==> src/rtl/mii_rx.sv <==
// mii_rx: MII receive framer for PHY0.
// Strips preamble/SFD, holds back the FCS, checks CRC and length.
module mii_rx #(
  parameter int MIN_FRAME = 64,
  parameter int MAX_FRAME = 1518
) (
  input  logic       clk,
  input  logic       rst,
  input  logic [3:0] phy_rxd,
  input  logic       phy_rxctl,
  output logic [7:0] m_data,
  output logic       m_valid,
  output logic       m_last,
  output logic       m_error,
  output logic       rx_good,
  output logic       rx_bad
);

  typedef enum logic [1:0] {
    IDLE,
    PRE,
    DATA,
    DROP
  } state_t;

  localparam logic [31:0] RESIDUE = 32'hDEBB20E3;
  localparam logic [31:0] POLY    = 32'hEDB88320;
  localparam logic [10:0] LEN_MIN = 11'(MIN_FRAME);
  localparam logic [10:0] LEN_MAX = 11'(MAX_FRAME);
  localparam logic [10:0] LEN_SAT = 11'(MAX_FRAME + 1);

  state_t      state, state_d;
  logic [3:0]  lo_q;
  logic        half_q;
  logic [7:0]  sh_q [5];
  logic [10:0] len_q;
  logic [31:0] crc_q;

  logic       sfd, take, fr_bad;
  logic       emit, last_d, err_d, good_d, bad_d;
  logic [7:0] byte_in;

  function automatic logic [31:0] crc_byte(
    input logic [31:0] c,
    input logic [7:0]  d
  );
    logic [31:0] r;
    r = c ^ {24'd0, d};
    for (int i = 0; i < 8; i++)
      r = r[0] ? ((r >> 1) ^ POLY) : (r >> 1);
    return r;
  endfunction

  assign byte_in = {phy_rxd, lo_q};
  assign take    = (state == DATA) && phy_rxctl && half_q;
  assign fr_bad  = (crc_q != RESIDUE) || half_q ||
                   (len_q < LEN_MIN);

  always_comb begin
    state_d = state;
    sfd     = 1'b0;
    emit    = 1'b0;
    last_d  = 1'b0;
    err_d   = 1'b0;
    good_d  = 1'b0;
    bad_d   = 1'b0;
    unique case (state)
      IDLE: begin
        if (phy_rxctl)
          state_d = (phy_rxd == 4'h5) ? PRE : DROP;
      end
      PRE: begin
        if (!phy_rxctl) begin
          state_d = IDLE;
        end else if (phy_rxd == 4'hD) begin
          state_d = DATA;
          sfd     = 1'b1;
        end else if (phy_rxd != 4'h5) begin
          state_d = DROP;
        end
      end
      DATA: begin
        if (!phy_rxctl) begin
          state_d = IDLE;
          if (len_q < 11'd5) begin
            bad_d = 1'b1;
          end else begin
            emit   = 1'b1;
            last_d = 1'b1;
            err_d  = fr_bad;
            good_d = !fr_bad;
            bad_d  = fr_bad;
          end
        end else if (half_q) begin
          // byte N leaves once byte N+5 lands
          emit = (len_q >= 11'd5);
          if (len_q == LEN_MAX) begin
            last_d  = 1'b1;
            err_d   = 1'b1;
            bad_d   = 1'b1;
            state_d = DROP;
          end
        end
      end
      DROP: begin
        if (!phy_rxctl)
          state_d = IDLE;
      end
      default: state_d = DROP;
    endcase
  end

  always_ff @(posedge clk) begin
    if (rst) begin
      state   <= DROP;
      m_data  <= 8'd0;
      m_valid <= 1'b0;
      m_last  <= 1'b0;
      m_error <= 1'b0;
      rx_good <= 1'b0;
      rx_bad  <= 1'b0;
      lo_q    <= 4'd0;
      half_q  <= 1'b0;
      len_q   <= 11'd0;
      crc_q   <= 32'hFFFFFFFF;
    end else begin
      state   <= state_d;
      m_valid <= emit;
      m_last  <= last_d;
      m_error <= err_d;
      rx_good <= good_d;
      rx_bad  <= bad_d;
      if (emit)
        m_data <= sh_q[4];
      if (sfd) begin
        half_q <= 1'b0;
        len_q  <= 11'd0;
        crc_q  <= 32'hFFFFFFFF;
      end else if (state == DATA && phy_rxctl) begin
        half_q <= !half_q;
        if (!half_q)
          lo_q <= phy_rxd;
        if (half_q) begin
          crc_q <= crc_byte(crc_q, byte_in);
          if (len_q != LEN_SAT)
            len_q <= len_q + 11'd1;
        end
      end
    end
  end

  always_ff @(posedge clk) begin
    if (take) begin
      sh_q[0] <= byte_in;
      for (int i = 1; i < 5; i++)
        sh_q[i] <= sh_q[i-1];
    end
  end

endmodule
==> config.mk <==
export PLATFORM = sky130hd
export DESIGN_NAME = mii_rx
export DESIGN_NICKNAME = d
export VERILOG_FILES = /design/src/rtl/mii_rx.sv
export SDC_FILE = /design/constraint.sdc
export NUM_CORES = 1
export LEC_CHECK = 0
export BUFFER_PORTS_ARGS = -buffer_cell sky130_fd_sc_hd__buf_2
export CAP_MARGIN = 10
export CORE_AREA = 2 2 117 119
export CTS_CLUSTER_SIZE = 25
export DETAILED_ROUTE_END_ITERATION = 6
export DIE_AREA = 0 0 119 121
export SYNTH_ARGS = -nofsm -noshare
export SYNTH_HDL_FRONTEND = slang
export SYNTH_SLANG_ARGS = --single-unit
export TNS_END_PERCENT = 20
==> constraint.sdc <==
create_clock -name clk -period 3.2 [get_ports clk]
set_clock_uncertainty 0.1 [all_clocks]
set_input_delay 0.8 -clock clk [delete_from_list [all_inputs] [get_ports clk]]
set_output_delay 0.8 -clock clk [all_outputs]
set_load 0.005 [all_outputs]
---- After elaboration in Yosys (flattened, before gate mapping) ----
Memories as Yosys holds them, arrays and structs flattened. A register that Yosys moved wholly into a read port is not among the register bits.
Cells that the tools add are included.
operators by class
  equal/unequal tests ..................... 14
  reductions and logical operators ........ 14
  multiplexer cells ....................... 34
  $lt $le $gt $ge ......................... 3
  add/subtract/negate cells ............... 1
  bitwise logic cells ..................... 12
operators with widths
  kind                                                                           count
  32-bit 2-to-1 mux                                                              8
  13-bit inverter with 14-bit output                                             8
  32-bit != test, second input constant                                          1
  32-bit by 8-bit bitwise XOR with 32-bit output                                 1
  2-bit 2-to-1 mux                                                               9
  1-bit 2-to-1 mux                                                               16
  11-bit by 1-bit adder with 11-bit output, second input constant                1
  11-bit equality test, second input constant                                    1
  11-bit by 3-bit >= comparator with 1-bit output, second input constant         1
  11-bit by 3-bit less-than comparator with 1-bit output, second input constant  1
  11-bit by 7-bit less-than comparator with 1-bit output, second input constant  1
  11-bit != test, second input constant                                          1
  2-bit one-hot mux with 4 select lines                                          1
  3-bit AND reduction                                                            2
  5-bit AND reduction                                                            1
  2-bit equality test, second input constant                                     2
  4-bit by 3-bit equality test with 1-bit output, second input constant          1
  4-bit equality test, second input constant                                     1
  2-bit != test, second input constant                                           2
  4-bit by 3-bit != test with 1-bit output, second input constant                1
  4-bit != test, second input constant                                           1
  2-bit OR reduction                                                             2
  4-bit OR reduction                                                             1
  3-bit by 2-bit != test with 1-bit output, second input constant                1
  other kinds (8)                                                                13
storage, ports and cells
  word-level logic and storage cells ...... 89
  memory bits (writable) .................. 40
  bits in registers ....................... 55
  memories kept ........................... 1
memory list
  memory  words  bits a word  read ports  clocked after Yosys merged registers in  write ports  RTL line  source
  sh_q    5      8            5           1                                        5            35        logic [7:0] sh_q [5];

---- Longest topological paths before layout ----
Gate-level depths: netlist of the first run.
  word-level depth ........................ 17
  gate-level depth with buffers ........... 7
  gate-level depth less buffers ........... 6

---- Worst setup path after synthesis of the first run ----
OpenSTA, ideal clock, no wires.
  kind .................................... input to register
  from .................................... input port phy_rxctl
  to ...................................... memory sh_q[0][0], enable pin
  arrival time ............................ 2.506 ns
  data required time ...................... 2.680 ns
  slack ................................... 0.174 ns
  setup time .............................. 0.420 ns
  cell stages on the path ................. 4
  path through ............................ nand4b_1 buf_8 inv_2 clkbuf_1
RTL lines
  what         RTL line  source
  from (decl)  10        input logic phy_rxctl,
  to (decl)    35

---- Worst setup path in the final report of the first run ----
  from .................................... input port phy_rxd[1]
  to ...................................... register len_q[1]
on the way
  longest elaborated chain between the ends .. 5
ends and longest elaborated chain
  what                          RTL line  source
  from (decl)                   9         input logic [3:0] phy_rxd,
  4-bit equality test           75        end else if (phy_rxd == 4'hD) begin
  1-bit 2-to-1 mux              75
  1-bit 2-to-1 mux              73        if (!phy_rxctl) begin
  1-bit 2-to-1 mux              67        unique case (state)
  2-bit OR reduction (no line)  --
  to (signal assigned)          146       len_q <= len_q + 11'd1;
  to (decl)                     36        logic [10:0] len_q;
No other way between the ends.
A chain may end at the register's enable or synchronous reset.

==> results.json, run 1 <==
{
  "outcome": "completed",
  "grt_pass1_wl_um": 13800,
  "clock_path_buffers": 2,
  "hp-class": "register to register",
  "htreeDepth": 3,
  "cpMaxStageDelayCell": "a21o_1",
  "layout_min_cycle_time_ns": 2.26,
  "cap_violations": 0,
  "ios": 20,
  "antenna_left": 0,
  "routedWlPerCell_um": 14.5,
  "post-place-ws_ns": 0.546,
  "syn-num-nets": 380,
  "final_common_cell": "dfxtp_1",
  "required_ns": 3.31,
  "crit_path_max_fanout": 13,
  "initial_core_util_pct": 34.6,
  "syn_to_final_growth_pct": 13.1,
  "antenna_found_initial": 0,
  "synth_area_leader_cell": "dfxtp_1",
  "grt_pass1_vias": 2622,
  "yosys_warnings": 0,
  "rsz0062_at_grt": "no",
  "endpoint_kind": "register",
  "clk_pin_slew_ns": 0.07,
  "layout_setup_ws_ns": 0.937,
  "hold_violations": 0,
  "critical_path.max_stage_delay_ns": 0.43,
  "ir_drop_mv": 0.325,
  "final_design_area_no_fill_um2": 5120,
  "syn_inst": 370,
  "ys_seq_elements": 103,
  "rows": 42,
  "synth-async-reset-ratio_pct": 0,
  "fin_crit_sh_pct": 70.7,
  "drt_pass1_iterations": 4,
  "nets": 400,
  "grt_usage_pct": 12.4,
  "cts_root_buf": "clkbuf_16",
  "synth_edf_count": 40,
  "leakage_nw": 1.97,
  "cts_made_buffers": 9,
  "place_area_um2": 4810,
  "fmax_mhz": 442,
  "multi_input_area_um2": 1960,
  "routed_wl_um": 8290,
  "io_buffers": 19,
  "dr_total_vias": 2694,
  "setup_violations": 0,
  "path_cells": "buf_2 -> nor4bb_1 -> and3_1 -> a21o_1 -> buf_4 -> a211oi_1",
  "start_kind": "primary input",
  "cts_resized": 0,
  "drive_gt1_share_pct": 15.9,
  "syn_area_um2": 4520,
  "viasPerCell": 4.72,
  "power_density_nw_per_um2": 539,
  "routabilityCongestion": 0.787,
  "tritoncts": "built",
  "ys_types": 46,
  "synth_area_per_cell_um2": 12.2,
  "netlist.area_leader.share_pct": 27.9,
  "slew_headroom_pct": 58.8,
  "insertion_delay_ns": 0.34,
  "hpwl_um": 5710,
  "drv_slew": 0,
  "critical_path_class": "primary input to register",
  "core-area_um2": 13100,
  "worstMarginPinSlew_ns": 0.613,
  "layout_common_cells": "dfxtp_1 (63), edfxtp_1 (40), xnor2_1 (37), xor2_1 (29), nor2_1 (29)",
  "post_cts_buffers": 0,
  "cts_hold_buf": 0,
  "ys_seq_area_share_pct": 54.4,
  "synth_area_leaders": "dfxtp_1 (28%), edfxtp_1 (27%), xnor2_1 (7.2%), xor2_1 (5.6%), xnor2_4 (5.5%)",
  "crit_arrival_ns": 2.37,
  "synth_ff_type": "dfxtp_1",
  "drt-initial-drc-count": 191,
  "grt_max_degree": 39,
  "antenna_cells": 0,
  "clock-sinks": 103,
  "die_h_um": 121,
  "grt-ovfl-total": 0,
  "die_w_um": 119,
  "setup_tns_ns": 0,
  "drc": 0,
  "fill_cells": 1254,
  "power_mw": 2.76,
  "seq_area_um2": 2460,
  "die_area_um2": 14400
}
[Yosys cell counts, types with 3 or more instances]
cell / count
xnor2_2: 5
nor3_1: 7
nor4bb_1: 3
xnor2_1: 37
a21oi_1: 10
ha_1: 3
xnor2_4: 9
o21ai_1: 8
o21ai_0: 3
xor2_1: 29
dfxtp_1: 63
and3_1: 6
nand4_1: 6
o211ai_1: 19
clkbuf_1: 7
nand3_1: 5
edfxtp_1: 40
nand4b_1: 4
nand2_1: 23
a31oi_1: 5
nor2_1: 29
a211oi_1: 3
mux2i_1: 12
inv_1: 3
[worst max-delay path, delay by kind of cell]
kind / cells / cell delay [ns]
AO/OA/AOI/OAI: 2 / 0.49
buffers and inverters: 2 / 0.41
AND/OR/NAND/NOR: 2 / 0.66
[sequential cells by signal, indices dropped and copies added, names as in the netlist]
register / flops
m_data: 8
m_last: 1
crc_q: 32
state: 2
sh_q: 40
half_q: 1
rx_good: 1
m_valid: 1
rx_bad: 1
m_error: 1
lo_q: 4
len_q: 11
[metrics by stage]
stage / std cells / hold slack (ns) / util, %
after floorplan: 370 / 0.300 / -
after global placement: 555 / 0.301 / 36.7
after detailed placement: 555 / 0.305 / 36.7
after CTS: 571 / 0.316 / 39.1
after global routing: 571 / 0.323 / 39.1
final: 571 / 0.319 / 39.1
[kinds of logic after synthesis]
family	count (synthesis)	synth area share [%]
adder cells (fa/ha/maj)	3	0.830
buffers and inverters	20	2.32
AO/OA/AOI/OAI	55	8.10
XOR/XNOR	82	20.8
multiplexers	12	2.65
flip-flops	103	54.4
AND/OR/NAND/NOR	95	10.9
[routing by layer]
layer	global-route usage [%]	vias to the layer above	part of all wire (%)
met5	0	-	0
met1	16.5	1281	48
met4	3.72	0	1.2
li1	-	1348	-
met2	19.6	58	47
met3	3.38	7	3.9
[final timing paths]
kind               from          to  slack [ns]  cells after the start
min          sh_q[2][5]  sh_q[3][5]        0.32                      0
max reg2reg    len_q[7]   m_data[3]        1.02                      5
min reg2reg  sh_q[2][5]  sh_q[3][5]        0.32                      0
max          phy_rxd[1]    len_q[1]        0.94                      6
[final cells by class]
cell class	count	share of cell area, %
flip-flops and latches	103	48.1
clock buffers	9	4.40
multi-input cells	247	38.3
inverters	5	0.367
repair buffers	24	2.84
clock inverters	7	1.69
well taps	176	4.30
[power breakdown]
| part | total (mW) | internal [mW] | switching [mW] |
|---|---|---|---|
| Sequential | 1.38 | 1.37 | 0.0144 |
| Clock | 1.13 | 0.626 | 0.502 |
| Combinational | 0.251 | 0.113 | 0.139 |
(Power assumes the default switching activity.)
==> inputs of run 2 (changes only) <==
ABC_AREA = 1   (was unset)
CORE_AREA = 2 2 124 126   (was 2 2 117 119)
DIE_AREA = 0 0 126 128   (was 0 0 119 121)
clock period = 2.1 ns   (was 3.2 ns; I/O delays follow)
==> run 2 against run 1 <==
Flip-flop and latch count unchanged; core utilization down 0.71 points; area after synthesis up 12%; critical path depth up 5; clock-buffer cell count unchanged; clock power up 51%; global-route usage up 2.6 points; setup slack worse by 0.59 ns; cell count up 44%; sequential power up 57%; largest power group unchanged.
==> results.json, run 2 <==
{
  "outcome": "completed",
  "multi_input_area_um2": 2270,
  "internal-power_mw": 3.24,
  "layout_min_cycle_time_ns": 1.76,
  "seq_area_um2": 2460,
  "start_kind": "register",
  "endpoint_kind": "register",
  "yosys_warnings": 0,
  "largest_reg_flops": 40,
  "post_cts_buffers": 0,
  "setup_violations": 0,
  "syn-num-nets": 612,
  "synth-async-reset-ratio_pct": 0,
  "ys_seq_elements": 103,
  "ios": 20,
  "antenna_cells": 0,
  "core-area_um2": 14900,
  "cpMostUsedCell": "nand2_1",
  "placed_cells": 806,
  "top_register": "sh_q",
  "grt-ovfl-total": 0,
  "switching_share_pct": 30.7,
  "hp-class": "primary input to register",
  "die_h_um": 128,
  "crit_family": "simple AND/OR/NAND/NOR gates",
  "routed_wl_um": 11600,
  "fill_cells": 1532,
  "syn_inst": 602,
  "power_density_nw_per_um2": 817,
  "combPwrFrac_pct": 17.1,
  "io_buffers": 19,
  "syn_to_final_growth_pct": 12.7,
  "ir_drop_mv": 0.435,
  "antenna_left": 0,
  "routedWlPerCell_um": 14.1,
  "yosys-top-cells-count": "nand2_1 (149), dfxtp_1 (63), a21oi_1 (55), inv_1 (49), edfxtp_1 (40)",
  "synth_area_leader_cell": "dfxtp_1",
  "htreeDepth": 3,
  "drc": 0,
  "grt_max_degree": 47,
  "grt_pass1_wl_um": 19100,
  "p_switching_mw": 1.43,
  "critical_path_class": "register to register",
  "synth_edf_count": 40,
  "path_cells": "inv_2 -> nand2_1 -> nand2_1 -> nand2_1 -> nand2_4 -> nand2_2 -> nand3_1 -> nand2_2 -> nand2_1 -> nand3_1 -> nand2_1",
  "dr_total_vias": 4071,
  "reg_top3": "sh_q: 40 flops, crc_q: 32 flops, len_q: 11 flops",
  "rsz0062_at_grt": "no",
  "cpMaxStageDelayCell": "dfxtp_1",
  "fin_cells": 822,
  "initial_core_util_pct": 34.1,
  "routabilityCongestion": 0.887,
  "drive_gt1_share_pct": 17.5,
  "drv_slew": 0,
  "die_w_um": 126,
  "antenna_found_initial": 0,
  "final_common_cell": "nand2_1",
  "ys_types": 35,
  "insertion_delay_ns": 0.35,
  "cp.buffers_inverters": 1,
  "grt_usage_pct": 15.0,
  "clock-sinks": 103,
  "layout_common_cells": "nand2_1 (149), dfxtp_1 (63), a21oi_1 (55), inv_1 (49), edfxtp_1 (40)",
  "tritoncts": "built",
  "rows": 45,
  "cts_made_buffers": 9,
  "crit_arrival_ns": 1.91,
  "setup_tns_ns": 0,
  "critical_path.max_stage_delay_ns": 0.40,
  "drt_pass1_iterations": 5,
  "cts_root_buf": "clkbuf_16",
  "fmax_mhz": 570,
  "cts_hold_buf": 0,
  "hpwl_um": 8260,
  "crit_path_max_fanout": 6,
  "slew_headroom_pct": 58.7,
  "netlist.area_leader.share_pct": 24.9,
  "synth_most_common_cell": "nand2_1",
  "hold_violations": 0,
  "leakage_nw": 2.33,
  "syn_area_um2": 5070,
  "cts_resized": 0,
  "ys_seq_area_share_pct": 48.6,
  "p_clk_share_pct": 36.6,
  "synth_area_leaders": "dfxtp_1 (25%), edfxtp_1 (24%), nand2_1 (11%), a21oi_1 (5.4%), xor2_1 (4.3%)",
  "nets": 639,
  "synth_ff_type": "dfxtp_1",
  "clock_path_buffers": 2,
  "pwr-share-seq_pct": 46.3,
  "clk_pin_slew_ns": 0.08,
  "worstMarginPinSlew_ns": 0.619,
  "required_ns": 2.26,
  "grt_pass1_vias": 3871,
  "viasPerCell": 4.95,
  "cap_violations": 0,
  "die_area_um2": 16100,
  "drt-initial-drc-count": 356,
  "synth_area_per_cell_um2": 8.42,
  "fin_crit_sh_pct": 83.6
}
-- run 2: cell types whose count changed after synthesis, moves of 12 or more --
cell	change
mux2i_1	-12
o211ai_1	-13
xnor2_1	-29
nand2_1	+126
inv_1	+46
a21oi_1	+45
o21ai_0	+17
nand3_1	+34
nand2_2	+30
-- run 2: power by group through the flow --
stage | clock, mW | sequential [mW] | combinational (mW)
after global placement | 0 | 2.20 | 0.776
after detailed placement | 0 | 2.21 | 0.786
final | 1.71 | 2.16 | 0.798
after global routing | 1.84 | 2.17 | 0.894
after CTS | 1.75 | 2.16 | 0.790
after floorplan | 0 | 2.19 | 0.612
-- run 2: per-layer routing --
metal  up-vias  global-route usage (%)  wire length, µm
met4         0                    5.11              184
met3        20                    4.13              629
met2       117                    25.4             5520
li1       2033                       -                -
met1      1901                    18.4             5230
met5         -                       0                0
-- run 2: layout make-up --
class                           count  area share [%]
Clock buffer                        9            3.94
Sequential cell                   103            43.1
Timing Repair Buffer               28            3.29
Inverter                           63            4.23
Clock inverter                      7            1.51
Tap cell                          188            4.12
Multi-Input combinational cell    424            39.8
-- run 2: stage by stage --
stage / instance area, µm² / hold slack, ns / total power [mW] / setup WS, ns / util (%)
after CTS: 5710 / 0.290 / 4.70 / 0.368 / 38.4
after detailed placement: 5400 / 0.305 / 2.99 / 0.174 / 36.3
after global routing: 5710 / 0.282 / 4.89 / 0.173 / 38.4
final: 5710 / 0.298 / 4.67 / 0.344 / 38.4
after floorplan: 5070 / 0.300 / 2.80 / 0.447 / -
after global placement: 5400 / 0.300 / 2.98 / 0.184 / 36.3
-- run 2: path summary, 6_finish.rpt --
kind	startpoint	to	slack [ns]	cells after the start
max	lo_q[1]	crc_q[20]	0.34	11
min reg2reg	sh_q[3][5]	sh_q[4][5]	0.31	0
min	phy_rxd[1]	sh_q[0][5]	0.30	1
max reg2reg	lo_q[1]	crc_q[20]	0.34	11
-- run 2: cells by family after synthesis --
| logic type | count (synthesis) | share of synthesized area, % |
|---|---|---|
| buf+inv | 75 | 6.59 |
| flops | 103 | 48.6 |
| simple gates | 285 | 26.8 |
| xor+xnor | 37 | 6.99 |
| compound gates | 99 | 10.3 |
| fa+ha+maj | 3 | 0.741 |
